### src/rtl/key_event_queue.sv
// key_event_queue
//   Converts debounced key levels into discrete press/release events.
//   Each key has a small slot that detects edges and keeps two pending
//   bits, one for press and one for release. A fixed-priority arbiter
//   (lowest index wins) moves one pending edge per cycle into a FIFO.
//   The FIFO drains over a valid/ready interface.
// Ports:
//   clk, reset    : clock, synchronous active-high reset
//   keys_in       : debounced key levels (1 = pressed)
//   evt_valid     : FIFO head holds an event
//   evt_ready     : consumer takes the head this cycle
//   evt_key       : key index of the head event
//   evt_press     : 1 = press, 0 = release
//   held_keys     : keys_in delayed by one cycle
//   fifo_count    : FIFO occupancy
//   overflow      : sticky flag; an edge was lost
//   overflow_clr  : clears overflow (a simultaneous new loss wins)

// Per-key edge detector and pending state.
module kq_key_slot (
  input  logic clk,
  input  logic reset,
  input  logic key_in,
  input  logic clr_press,
  input  logic clr_rel,
  output logic key_prev,
  output logic pend_press,
  output logic pend_rel,
  output logic ovf_set
);
  logic rise, fall;

  assign rise = key_in & ~key_prev;
  assign fall = ~key_in & key_prev;

  // A repeat edge is lost only if the bit is already pending and is not
  // being drained this same cycle.
  assign ovf_set = (rise & pend_press & ~clr_press) |
                   (fall & pend_rel & ~clr_rel);

  always_ff @(posedge clk) begin
    if (reset) begin
      key_prev   <= 1'b0;
      pend_press <= 1'b0;
      pend_rel   <= 1'b0;
    end else begin
      key_prev   <= key_in;
      // A new edge wins over a same-cycle clear.
      pend_press <= (pend_press & ~clr_press) | rise;
      pend_rel   <= (pend_rel & ~clr_rel) | fall;
    end
  end
endmodule

module key_event_queue #(
  parameter int NUM_KEYS   = 8,
  parameter int IDX_W      = 3,
  parameter int FIFO_DEPTH = 4
) (
  input  logic                          clk,
  input  logic                          reset,
  input  logic [NUM_KEYS-1:0]           keys_in,
  output logic                          evt_valid,
  input  logic                          evt_ready,
  output logic [IDX_W-1:0]              evt_key,
  output logic                          evt_press,
  output logic [NUM_KEYS-1:0]           held_keys,
  output logic [$clog2(FIFO_DEPTH):0]   fifo_count,
  output logic                          overflow,
  input  logic                          overflow_clr
);
  localparam int PTR_W = $clog2(FIFO_DEPTH);
  localparam int CNT_W = PTR_W + 1;
  localparam logic [CNT_W-1:0] DEPTH_C = CNT_W'(FIFO_DEPTH);

  logic [NUM_KEYS-1:0] keys_prev, pend_press, pend_rel, ovf_set;
  logic [NUM_KEYS-1:0] clr_press, clr_rel, pend_any;

  kq_key_slot u_slot [NUM_KEYS-1:0] (
    .clk        (clk),
    .reset      (reset),
    .key_in     (keys_in),
    .clr_press  (clr_press),
    .clr_rel    (clr_rel),
    .key_prev   (keys_prev),
    .pend_press (pend_press),
    .pend_rel   (pend_rel),
    .ovf_set    (ovf_set)
  );

  assign held_keys = keys_prev;
  assign pend_any  = pend_press | pend_rel;

  // Lowest-index pending key.
  logic             sel_valid;
  logic [IDX_W-1:0] sel_idx;
  logic             sel_dir;

  always_comb begin
    sel_valid = 1'b0;
    sel_idx   = '0;
    for (int k = NUM_KEYS - 1; k >= 0; k--) begin
      if (pend_any[k]) begin
        sel_valid = 1'b1;
        sel_idx   = IDX_W'(k);
      end
    end
  end

  // With both pending, the current level tells the order: a key now up
  // was pressed then released (press first); a key now down was
  // released then pressed (release first).
  assign sel_dir = pend_press[sel_idx] &
                   (~pend_rel[sel_idx] | ~keys_prev[sel_idx]);

  // FIFO
  logic [IDX_W:0]   mem [FIFO_DEPTH];
  logic [PTR_W-1:0] wptr, rptr;
  logic             pop, push;

  assign evt_valid = (fifo_count != '0);
  assign pop       = evt_valid & evt_ready;
  assign push      = sel_valid & ((fifo_count < DEPTH_C) | pop);
  assign evt_key   = mem[rptr][IDX_W:1];
  assign evt_press = mem[rptr][0];

  always_comb begin
    clr_press = '0;
    clr_rel   = '0;
    if (push) begin
      if (sel_dir) clr_press = NUM_KEYS'(1) << sel_idx;
      else         clr_rel   = NUM_KEYS'(1) << sel_idx;
    end
  end

  always_ff @(posedge clk) begin
    if (reset) begin
      wptr       <= '0;
      rptr       <= '0;
      fifo_count <= '0;
      overflow   <= 1'b0;
      for (int i = 0; i < FIFO_DEPTH; i++) mem[i] <= '0;
    end else begin
      if (push) begin
        mem[wptr] <= {sel_idx, sel_dir};
        wptr      <= wptr + PTR_W'(1);
      end
      if (pop) rptr <= rptr + PTR_W'(1);
      case ({push, pop})
        2'b10:   fifo_count <= fifo_count + CNT_W'(1);
        2'b01:   fifo_count <= fifo_count - CNT_W'(1);
        default: fifo_count <= fifo_count;
      endcase
      overflow <= (|ovf_set) | (overflow & ~overflow_clr);
    end
  end
endmodule
### config.mk
export PLATFORM = sky130hd
export DESIGN_NAME = key_event_queue
export DESIGN_NICKNAME = d
export VERILOG_FILES = /design/src/rtl/key_event_queue.sv
export SDC_FILE = /design/constraint.sdc
export NUM_CORES = 1
export LEC_CHECK = 0
export BUFFER_PORTS_ARGS = -buffer_cell sky130_fd_sc_hd__buf_2
export CAP_MARGIN = 10
export CORE_MARGIN = 2
export CORE_UTILIZATION = 35
export DETAILED_ROUTE_END_ITERATION = 10
export GPL_ROUTABILITY_DRIVEN = 0
export SYNTH_ARGS = -nofsm -noshare
export SYNTH_HDL_FRONTEND = slang
export SYNTH_SLANG_ARGS = --single-unit
### constraint.sdc
create_clock -name clk -period 6.2 [get_ports clk]
set_input_delay 1.24 -clock clk [delete_from_list [all_inputs] [get_ports clk]]
set_output_delay 1.24 -clock clk [all_outputs]
set_load 0.02 [all_outputs]
## Word level (Yosys, flattened, before mapping)

Memories as Yosys holds them, arrays and structs flattened. A register that Yosys moved wholly into a read port is not among the register bits.
Cells that the tools add are included.
W data, S select, Z words.

- Register bits after elaboration: 32
- Memories kept: 1
- Bits of input ports: 12
- RAM bits: 16

Memories:

| name | depth | bits a word | rd ports | clocked after Yosys merged registers in | wr ports | line | RTL |
|---|---|---|---|---|---|---|---|
| mem | 4 | 4 | 1 | 1 | 4 | 117 | `logic [IDX_W:0] mem [FIFO_DEPTH];` |

- Multiplexer cells: 37
- Shift operators: 1
- $lt $le $gt $ge: 2
- Reduce and logical (&&, ||, !) cells: 4
- Add/sub/neg operators: 4
- Eq/ne operators: 2
- Bitwise gates (word level): 131

Operator list:

| kind | number |
|---|---|
| $and A1 B1 Y1 | 68 |
| $not A1 Y1 | 35 |
| $mux W8 | 4 |
| $or A1 B1 Y1 | 27 |
| $mux W3 | 8 |
| $mux W1 | 17 |
| $bmux W1 S3 | 3 |
| $or A8 B8 Y8 | 1 |
| $reduce_or A8 Y1 | 1 |
| $shl A1 B3 Y8 const A | 1 |
| $mux W2 | 3 |
| $pmux W3 S2 | 1 |
| $add A2 B1 Y2 const B | 2 |
| $lt A3 B4 Y1 const B | 1 |
| $mux W4 | 1 |
| $reduce_or A4 Y1 | 1 |
| $add A3 B1 Y3 const B | 1 |
| $lt A3 B3 Y1 const B | 1 |
| $reduce_bool A3 Y1 | 1 |
| $sub A3 B1 Y3 const B | 1 |
| $eq A2 B1 Y1 const B | 1 |
| $eq A2 B2 Y1 const B | 1 |
| $reduce_bool A2 Y1 | 1 |

## Depth between registers and ports, before layout

- Depth in word-level cells: 21
- Gate-level depth with buffers: 11
- Gate-level depth less buffers: 11

## Modules after synthesis

A second synthesis with hierarchy kept.

- Cells, all modules: 270
- Area total of the unflattened synthesis: 2576.2 sq um

By module, submodules not included:

| module | instances | cells an instance | sequential area each (sq um) | area each (sq um) |
|---|---|---|---|---|
| key_event_queue | 1 | 182 | 680.7 | 1705.4 |
| kq_key_slot | 8 | 11 | 60.1 | 108.9 |

## Worst setup path before layout

Ideal clock, no wire load.

- Path kind: in2reg
- From: input port evt_ready
- To: register fifo_count[2]
- Library setup time: 70 ps
- Slack: 3210 ps
- Required time: 6130 ps
- Cell stages on the path: 9
- Path buffers: 0
- Data arrival time: 2919 ps
- Cell sequence: nor2b_1 -> a31oi_1 -> inv_1 -> ha_1 -> inv_1 -> fa_1 -> xor2_1 -> or3_1 -> a21oi_1

- Word-level cells in the longest chain between the ends: 5
- Elaborated cells between the ends (all ways): 7
- Classes of those cells: eq/ne (2); mux (1); bitwise (3); reduce/logical (1)

RTL lines:

| what | line | RTL |
|---|---|---|
| start: declaration | 64 | `input logic evt_ready,` |
| $and A1 B1 Y1 * | 122 | `assign pop = evt_valid & evt_ready;` |
| $or A1 B1 Y1 | 123 | `assign push = sel_valid & ((fifo_count < DEPTH_C) \| pop);` |
| $and A1 B1 Y1 | 123 |  |
| $eq A2 B1 Y1 or $eq A2 B2 Y1 (tied branches) | 149 | `case ({push, pop})` |
| $pmux W3 S2 or $reduce_bool A2 Y1 (tied branches) | -- |  |
| end signal: assignment | 150 | `2'b10: fifo_count <= fifo_count + CNT_W'(1);` |
| end signal: assignment | 151 | `2'b01: fifo_count <= fifo_count - CNT_W'(1);` |
| end signal: assignment | 152 | `default: fifo_count <= fifo_count;` |
| end: declaration | 68 | `output logic [$clog2(FIFO_DEPTH):0] fifo_count,` |

Mark *: on every way between the ends. The rest lies on a longest branch, timed or not.
A chain may end at the register's enable or synchronous reset.

## Final worst setup path

Ends and elaborated chain as after synthesis.

==> flow_summary_export.csv <==
group,metric,value,unit
outcome,status,"completed",
die,num_rows,32,
critical_path,worstRegToRegCells,8,
detailed_routing,route.met2.wl,3090,µm
detailed_routing,first_pass_iters,5,
critical_path,crit_path_max_fanout,6,
detailed_routing,wl_met1,2990,µm
critical_path,cp.arrival,3300,ps
die,core,7730,µm²
global_routing,grt_antenna_before_repair,0,
cts,htree_levels,2,
cts,cts-root-buf,"clkbuf_8",
pwr,p_sw,0.347,mW
cts,clock-sinks,50,
die,die-area,8710,µm²
detailed_routing,vias,2277,
sta,skew,3.98,ps
critical_path,cp-end-kind,"register",
pwr,internal_power,0.596,mW
pwr,power_frac_seq,0.460,
cts,cts_tree,"done",
sta,slew_headroom,0.487,
pwr,power,0.943,mW
logic_synthesis,synthTopCellsByArea,"dfxtp_1 24%, edfxtp_1 17%, a21oi_1 4.5%",
detailed_routing,routed_wl,6450,µm
worst_hold_path,hp-class,"register to register",
sta,finalHoldViolations,0,
detailed_routing,viasPerCell,5.38,
logic_synthesis,yosys.area.top_type,"dfxtp_1",
pwr,p_sw_frac,0.368,
sta,finalMaxSlewViolations,0,
sta,holdWs,524,ps
global_routing,grt_pass1_vias,2165,
layout,syn2layout_area_growth,9.50,%
logic_synthesis,async_flop_share,0,
logic_synthesis,synth_cells,301,
cts,numCtsBuffers,5,
cts,cts_buffer_depth,2,
logic_synthesis,synth-main-ff-cell,"dfxtp_1",
detailed_routing,wl_met3,226,µm
critical_path,start_kind,"primary input",
logic_synthesis,synth_seq_cells,50,
sta,worstMarginPinSlew,769,ps
detailed_routing,drc_errors,0,
place,dpl.cell_count,415,
logic_synthesis,ys_seq_area_frac,0.416,
global_routing,gr-usage-all-layers,0.157,
logic_synthesis,synth_top_area_share,0.244,
logic_synthesis,syn_nets,315,
place,portBuffers,28,
place,dpl_cell_area,2970,µm²
die,io_pins,29,
sta,rsz0062_at_grt,"false",
detailed_routing,ant_nets,0,
cts,clk_pin_slew_worst_paths,90,ps
layout,drive_gt1_frac,0.193,
cts,cts_setup_buffers,0,
detailed_routing,wl_per_cell,15.2,µm
worst_hold_path,hold_depth,2,
pwr,p_per_area,309,nW/µm²
flow_run,max-cap-violations,0,
global_routing,grt_max_degree,42,
global_routing,grt_pass1_wl,10700,µm
sta,layout_min_cycle_time,3060,ps
logic_synthesis,synth_edf_count,16,
pwr,p_leak,1.13,nW
sta,setup_viol,0,
sta,period_share,0.494,
logic_synthesis,ys_warn_count,0,
detailed_routing,drtIter0Drc,143,
logic_synthesis,netlist_area,2790,µm²
pwr,p_comb_frac,0.336,
layout,stdcell_count,423,
cts,cts_hold_repair.buffers,0,
sta,tns,0,ps
die,die_width,93.3,µm
critical_path,worstPathRequired,6440,ps
critical_path,worstSetupPathType,"primary input to register",
layout,fin_nets,334,
layout,antenna_cells,0,
place,dpl.hpwl,4800,µm
detailed_routing,highest_layer,"met4",
pwr,ir_worst_vdd,0.124,mV
die,die-height,93.3,µm
cts,insertion_delay,310,ps
logic_synthesis,avgSynthCellArea,9.27,µm²
layout,design_area,3060,µm²
cts,cts_resized,0,
die,initial_utilization,0.361,
pwr,power_frac_clock,0.204,
sta,fmax,326,MHz
global_routing,grt_overflow,0,
logic_synthesis,ys_types,69,
## power by group through the flow
stage	combinational [mW]	sequential, mW	clock, mW
floorplan	0.234	0.442	0
global placement	0.315	0.442	0
detailed placement	0.316	0.443	0
CTS	0.318	0.435	0.197
global route	0.350	0.442	0.208
finish	0.317	0.434	0.192
## layout make-up
| type | count | area (µm²) |
|---|---|---|
| sequential | 50 | 1160 |
| tap | 102 | 128 |
| clock buffer | 6 | 72.6 |
| multi-input combinational | 220 | 1480 |
| fill | 796 | 4670 |
| inverter | 15 | 56.3 |
| timing repair buffer | 28 | 140 |
| clock inverter | 2 | 15.0 |
## final timing paths
path                             end                  from  slack, ps
setup / recovery       fifo_count[2]             evt_ready       3140
hold / removal    u_slot[1].pend_rel    u_slot[1].key_prev        520
setup reg to reg            overflow  u_slot[1].pend_press       3430
hold reg to reg   u_slot[1].pend_rel    u_slot[1].key_prev        520
## synthesized netlist by cell type (all sizes together), types with 2 or more instances
cell type	instances
nand3	6
xor2	4
nor4	4
nand2	16
nand4	2
o22ai	2
nand3b	2
mux4	4
o211ai	2
nor2	31
dfxtp	34
or4	3
or3	4
a21oi	25
and2	3
a31o	5
inv	15
o21ai	20
a21boi	2
buf	8
clkbuf	8
xnor2	2
nand2b	18
nor2b	12
or2	9
o21bai	2
edfxtp	16
a211oi	4
a311oi	2
o211a	2
and3	2
nor3	10
## sequential cells by signal, summed over array words and instances, names as in the netlist, named ones only
register           flops
mem                   16
u_slot.key_prev        8
u_slot.pend_press      8
u_slot.pend_rel        8
fifo_count             3
rptr                   2
wptr                   2
overflow               1
## critical path: stages
cell     delay (ps)
buf_2           100
nor2b_1         370
a31oi_1         200
inv_1           160
ha_1            190
inv_1            60
fa_1            370
xor2_1          160
or3_1           310
a21oi_1         140
## layout by cell type, fill, tap and decap left out, types with 3 or more instances in the layout
master	n
a211oi_1	3
nor3_1	9
inv_1	15
nand3_1	6
a31o_1	4
a21oi_1	25
clkbuf_8	5
edfxtp_1	16
nand2_1	14
o21ai_0	19
mux4_2	4
nor2_1	29
nor2b_1	12
xor2_1	4
dfxtp_1	34
or2_1	3
buf_2	28
nand2b_1	18
or3_1	3
or2_2	6
## per-layer routing
layer	up-vias	global-route usage
met5	-	0
met4	0	0.0515
met3	13	0.0314
met2	47	0.260
met1	1090	0.205
li1	1127	-
## cell families after synthesis
kind of cell               count (synthesis)  synth area share
buffers and inverters                     31            0.0524
xor gates and xnor gates                   6            0.0188
adders and majority gates                  2            0.0117
and+or+nand+nor                          125             0.259
DFF                                       50             0.416
muxes                                      4            0.0323
AOI/OAI and AO/OA                         83             0.210
## metrics by stage
step,setup WS (ps),utilization
2_1_floorplan,3210,-
4_1_cts,3110,0.396
3_3_place_gp,2910,0.384
6_report,3140,0.396
3_5_place_dp,2790,0.384
5_1_grt,2940,0.396
No activity file was read; power rests on OpenSTA's default activity.
